--- src/rtl/multicycle_pkg.sv ---
// Shared types and constants for the multi-cycle RV32I-subset control unit.
package multicycle_pkg;

  // Control states; the numeric encodings are exported on state_dbg.
  typedef enum logic [3:0] {
    FETCH    = 4'd0,
    DECODE   = 4'd1,
    EXEC_R   = 4'd2,
    EXEC_I   = 4'd3,
    MEM_ADDR = 4'd4,
    MEM_RD   = 4'd5,
    MEM_WR   = 4'd6,
    WB_ALU   = 4'd7,
    WB_MEM   = 4'd8,
    BRANCH   = 4'd9,
    HALT     = 4'd10
  } state_t;

  // Opcodes of the supported instruction classes.
  localparam logic [6:0] OPC_R   = 7'b0110011;
  localparam logic [6:0] OPC_I   = 7'b0010011;
  localparam logic [6:0] OPC_LD  = 7'b0000011;
  localparam logic [6:0] OPC_SD  = 7'b0100011;
  localparam logic [6:0] OPC_BEQ = 7'b1100011;

  // Commands for the external ALU control decoder.
  localparam logic [1:0] ALU_ADD   = 2'b00;
  localparam logic [1:0] ALU_SUB   = 2'b01;
  localparam logic [1:0] ALU_FUNCT = 2'b10;

  // ALU operand B selects.
  localparam logic [1:0] SRCB_RS2  = 2'b00;
  localparam logic [1:0] SRCB_FOUR = 2'b01;
  localparam logic [1:0] SRCB_IMM  = 2'b10;

endpackage

--- src/rtl/multicycle_control.sv ---
// Moore control FSM sequencing the shared ALU, PC, IR and unified memory
// of the multi-cycle core. Outputs decode the state register; only the
// FETCH-state IR/PC strobes look at mem_ready so a stalled fetch loads nothing.
module multicycle_control
  import multicycle_pkg::*;
(
  input  logic       clk,
  input  logic       reset_n,
  input  logic [6:0] opcode,
  input  logic       mem_ready,
  output logic       pc_write,
  output logic       pc_write_cond,
  output logic       pc_source,
  output logic       ir_write,
  output logic       iord,
  output logic       mem_read,
  output logic       mem_write,
  output logic       alu_src_a,
  output logic [1:0] alu_src_b,
  output logic [1:0] alu_op,
  output logic       reg_write,
  output logic       mem_to_reg,
  output logic       illegal,
  output logic [3:0] state_dbg
);

  state_t state;
  state_t next_state;

  // State register; reset drops any in-flight instruction or memory request.
  always_ff @(posedge clk or negedge reset_n) begin
    if (!reset_n) begin
      state <= FETCH;
    end else begin
      state <= next_state;
    end
  end

  // Sticky illegal flag, raised on the same edge that enters HALT.
  always_ff @(posedge clk or negedge reset_n) begin
    if (!reset_n) begin
      illegal <= 1'b0;
    end else if (next_state == HALT) begin
      illegal <= 1'b1;
    end
  end

  // Next-state logic; opcode matters only in DECODE and MEM_ADDR.
  always_comb begin
    next_state = FETCH;
    case (state)
      FETCH:    next_state = mem_ready ? DECODE : FETCH;
      DECODE: begin
        case (opcode)
          OPC_R:          next_state = EXEC_R;
          OPC_I:          next_state = EXEC_I;
          OPC_LD, OPC_SD: next_state = MEM_ADDR;
          OPC_BEQ:        next_state = BRANCH;
          default:        next_state = HALT;
        endcase
      end
      EXEC_R:   next_state = WB_ALU;
      EXEC_I:   next_state = WB_ALU;
      MEM_ADDR: begin
        if (opcode == OPC_LD) begin
          next_state = MEM_RD;
        end else if (opcode == OPC_SD) begin
          next_state = MEM_WR;
        end else begin
          next_state = HALT;
        end
      end
      MEM_RD:   next_state = mem_ready ? WB_MEM : MEM_RD;
      MEM_WR:   next_state = mem_ready ? FETCH : MEM_WR;
      WB_ALU:   next_state = FETCH;
      WB_MEM:   next_state = FETCH;
      BRANCH:   next_state = FETCH;
      HALT:     next_state = HALT;
      default:  next_state = FETCH;
    endcase
  end

  // Control outputs decoded from the current state.
  always_comb begin
    pc_write      = 1'b0;
    pc_write_cond = 1'b0;
    pc_source     = 1'b0;
    ir_write      = 1'b0;
    iord          = 1'b0;
    mem_read      = 1'b0;
    mem_write     = 1'b0;
    alu_src_a     = 1'b0;
    alu_src_b     = SRCB_RS2;
    alu_op        = ALU_ADD;
    reg_write     = 1'b0;
    mem_to_reg    = 1'b0;
    case (state)
      FETCH: begin
        mem_read  = 1'b1;
        alu_src_b = SRCB_FOUR;
        ir_write  = mem_ready;
        pc_write  = mem_ready;
      end
      DECODE: begin
        alu_src_b = SRCB_IMM;
      end
      EXEC_R: begin
        alu_src_a = 1'b1;
        alu_op    = ALU_FUNCT;
      end
      EXEC_I: begin
        alu_src_a = 1'b1;
        alu_src_b = SRCB_IMM;
        alu_op    = ALU_FUNCT;
      end
      MEM_ADDR: begin
        alu_src_a = 1'b1;
        alu_src_b = SRCB_IMM;
      end
      MEM_RD: begin
        mem_read = 1'b1;
        iord     = 1'b1;
      end
      MEM_WR: begin
        mem_write = 1'b1;
        iord      = 1'b1;
      end
      WB_ALU: begin
        reg_write = 1'b1;
      end
      WB_MEM: begin
        reg_write  = 1'b1;
        mem_to_reg = 1'b1;
      end
      BRANCH: begin
        alu_src_a     = 1'b1;
        alu_op        = ALU_SUB;
        pc_write_cond = 1'b1;
        pc_source     = 1'b1;
      end
      default: begin
      end
    endcase
  end

  assign state_dbg = state;

endmodule

--- config.mk ---
export PLATFORM = sky130hd
export DESIGN_NAME = multicycle_control
export DESIGN_NICKNAME = d
export VERILOG_FILES = /design/src/rtl/multicycle_pkg.sv /design/src/rtl/multicycle_control.sv
export SDC_FILE = /design/constraint.sdc
export NUM_CORES = 1
export LEC_CHECK = 0
export BUFFER_PORTS_ARGS = -buffer_cell sky130_fd_sc_hd__clkbuf_2
export CAP_MARGIN = 25
export CORE_AREA = 2 2 39 41
export DETAILED_ROUTE_END_ITERATION = 12
export DIE_AREA = 0 0 41 43
export GPL_TIMING_DRIVEN = 0
export PLACE_DENSITY_LB_ADDON = 0.12
export SYNTH_ARGS = -nofsm -noshare
export SYNTH_HDL_FRONTEND = slang
export SYNTH_SLANG_ARGS = --single-unit
--- constraint.sdc ---
create_clock -name clk -period 3.1 [get_ports clk]
set_clock_uncertainty 0.05 [all_clocks]
set_input_delay 0.62 -clock clk [delete_from_list [all_inputs] [get_ports clk]]
set_output_delay 0.62 -clock clk [all_outputs]
set_load 0.03 [all_outputs]
==> flow_summary.yaml <==
layout:
  num_antenna_cells: 0
  mostFrequentLayoutCells: "clkbuf_2 (28), nor2_1 (10), a21oi_1 (5), nand2b_1 (5), dfrtp_1 (5)"
  final_area_um2: 699.4
  drive_gt1_share_pct: 42.00
  area_growth_pct: 38.02
  final_nets: 111
  final_common_cell: "clkbuf_2"
clock_network:
  hold_buffers: 0
  cts_max_level: 1
  clockRootBuffer: "clkbuf_4"
  clk_latency_ns: 0.24
  clock-sinks: 5
  cts_resized: 0
  cts_tree: "done"
  cts_setup_buffers: 0
  cts_buffers: 3
  clk_pin_slew_ns: 0.04
  clk_path_buf_depth: 2
timing:
  hold_viol_final: 0
  timing.slew.headroom_pct: 63.61
  worst_pin_slew_ns: 0.5382
  setup_tns_ns: 0
  rsz0062_at_grt: "no"
  finalCritPeriodShare_pct: 78.11
  drv_slew: 0
  setup_viol: 0
  fmax_mhz: 413.0
  post-route-min-period_ns: 2.421
power:
  power.leakage_nw: 0.3518
  ir_worst_vdd_uv: 813.4
  p_comb_share_pct: 75.6
  powerDensity_nw_per_um2: 1194
  clockPowerShare_pct: 8.7
  power.net_switching_uw: 474.5
  p_int_uw: 360.5
  power.share.sequential_pct: 15.7
  power.share.switching_pct: 56.83
global_route:
  grt_max_degree: 11
  grt_overflow_total: 0
  grt_pass1_wl_mm: 1.945
  grt.total_usage_pct: 16.40
  antenna_found_initial: 0
  first_global_vias: 487
synthesis:
  synth-xor-area-share_pct: 0
  synth_warnings: 0
  synth_edf_count: 0
  synth-simple-area-share_pct: 38.52
  synthArstFlopShare_pct: 100.0
  synth.distinct_cells: 34
  synth_top_area_cell: "dfrtp_1"
  syn_area_um2: 506.7
  ys_seq_area_share_pct: 24.69
  ys_ff_latch: 5
  synth_top_area_share_pct: 24.69
  synthMuxAreaShare_pct: 0
  ys.flop_type: "dfrtp_1"
  avgSynthCellArea_um2: 7.452
  synth-compound-area-share_pct: 27.16
  synth_cells: 68
  synth_top_family_by_area: "simple AND/OR/NAND/NOR gates"
  ys_top_cells_by_area: "dfrtp_1 (25%), nor2_1 (7.4%), nand2b_1 (6.2%)"
  synth_fa_ha_area_share_pct: 0
  synth.net_count: 78
worst_setup_path:
  cp-endpoint: "mem_read"
  rr_startpoint: "state_dbg[0]"
  r2r_slack_ns: 1.42
  worstPathMaxFanout: 10
  cp_data_required_time_ns: 2.43
  r2r_end: "illegal"
  worst-endpoint-arrival_ns: 1.75
  worst_setup_path_end_kind: "primary output"
  crit_start: "state_dbg[0]"
  r2r_cells: 5
  start_kind: "flop"
  worstSetupPathType: "reg -> out"
floorplan:
  die_w_um: 41
  num_rows: 14
  initial_utilization_pct: 36.62
  design.core.area_um2: 1384
  dieArea_um2: 1763
  ios: 29
  die_h_um: 43
detailed_routing:
  avgRoutedWirePerCell_um: 10.71
  drc: 0
  vias_per_cell: 5.147
  wl_mm: 1.242
  drtIter0Drc: 6
  first_pass_iters: 4
  vias: 597
  detail-route-antenna-nets: 0
placed_design:
  place_congestion: 0.7555
  io_buffers: 28
  dpl.hpwl_mm: 1.029
  dpl-instance-area_um2: 673.1
hold_path:
  min_path_type: "in -> async"
job:
  cap_violations: 0
status:
  outcome: "finished clean"
power by group through the flow:
stage | clock (mW) | sequential (mW) | combinational [mW]
after floorplan | 0 | 0.186 | 0.423
after global placement | 0 | 0.132 | 0.633
after detailed placement | 0 | 0.133 | 0.634
after CTS | 0.0771 | 0.132 | 0.636
after global routing | 0.0800 | 0.139 | 0.687
final | 0.0722 | 0.131 | 0.632
cell type report:
class	count	area, um2
multi-input combinational	54	339.1
tap	16	20.02
clock buffer	4	26.28
sequential	5	125.1
inverter	2	7.507
timing repair buffer	28	140.1
fill	150	684.4
buffer	7	41.29
worst max-delay path: stages, from the launching register on:
cell and delay [ns]:
dfrtp_1 0.38, buf_2 0.19, inv_1 0.19, nor2_1 0.10, or3_1 0.31, a21oi_1 0.12, clkbuf_2 0.22
stage by stage:
stage / utilization (%) / hold WS (ns) / power (mW) / instances / worst slack (ns)
floorplan: - / 0.2744 / 0.6090 / 68 / 0.3211
global route: 50.54 / 0.1320 / 0.9066 / 116 / 0.5558
CTS: 50.54 / 0.1273 / 0.8448 / 116 / 0.6735
global placement: 48.64 / 0.3880 / 0.7644 / 112 / 0.9618
finish: 50.54 / 0.1372 / 0.8350 / 116 / 0.6787
detailed placement: 48.64 / 0.3888 / 0.7670 / 112 / 0.9475
how the worst min path moves through the flow:
stage / start / end / slack (ns) / cells after the start
finish: reset_n / state_dbg[2] / 0.14 / 1
detailed placement: reset_n / state_dbg[0] / 0.39 / 1
floorplan: reset_n / illegal / 0.27 / 0
CTS: reset_n / state_dbg[2] / 0.13 / 1
global route: reset_n / state_dbg[2] / 0.13 / 1
global placement: reset_n / state_dbg[0] / 0.39 / 1
layer usage:
layer | share of wire, % | global-route usage (%)
met5 | 0 | 0
met4 | 0 | 10.00
met3 | 2.9 | 3.141
met2 | 52 | 24.06
met1 | 45 | 21.12
sequential cells by signal, indices dropped and copies added (netlist names):
register	cells
state_dbg	4
illegal	1
synthesized netlist by cell type (all sizes together) (2+ instances only):
| master | instances |
|---|---|
| a21oi | 6 |
| buf | 6 |
| dfrtp | 5 |
| inv | 2 |
| nand2 | 4 |
| nand2b | 5 |
| nor2 | 10 |
| nor2b | 3 |
| nor3 | 2 |
| o21ai | 2 |
| or3 | 2 |
cell families (layout without fill, tap and decap cells):
logic type | after synthesis | after routing
compound gates | 19 | 19
buf+inv | 9 | 41
flops | 5 | 5
simple gates | 35 | 35
Power figures use the tool's default switching activity.
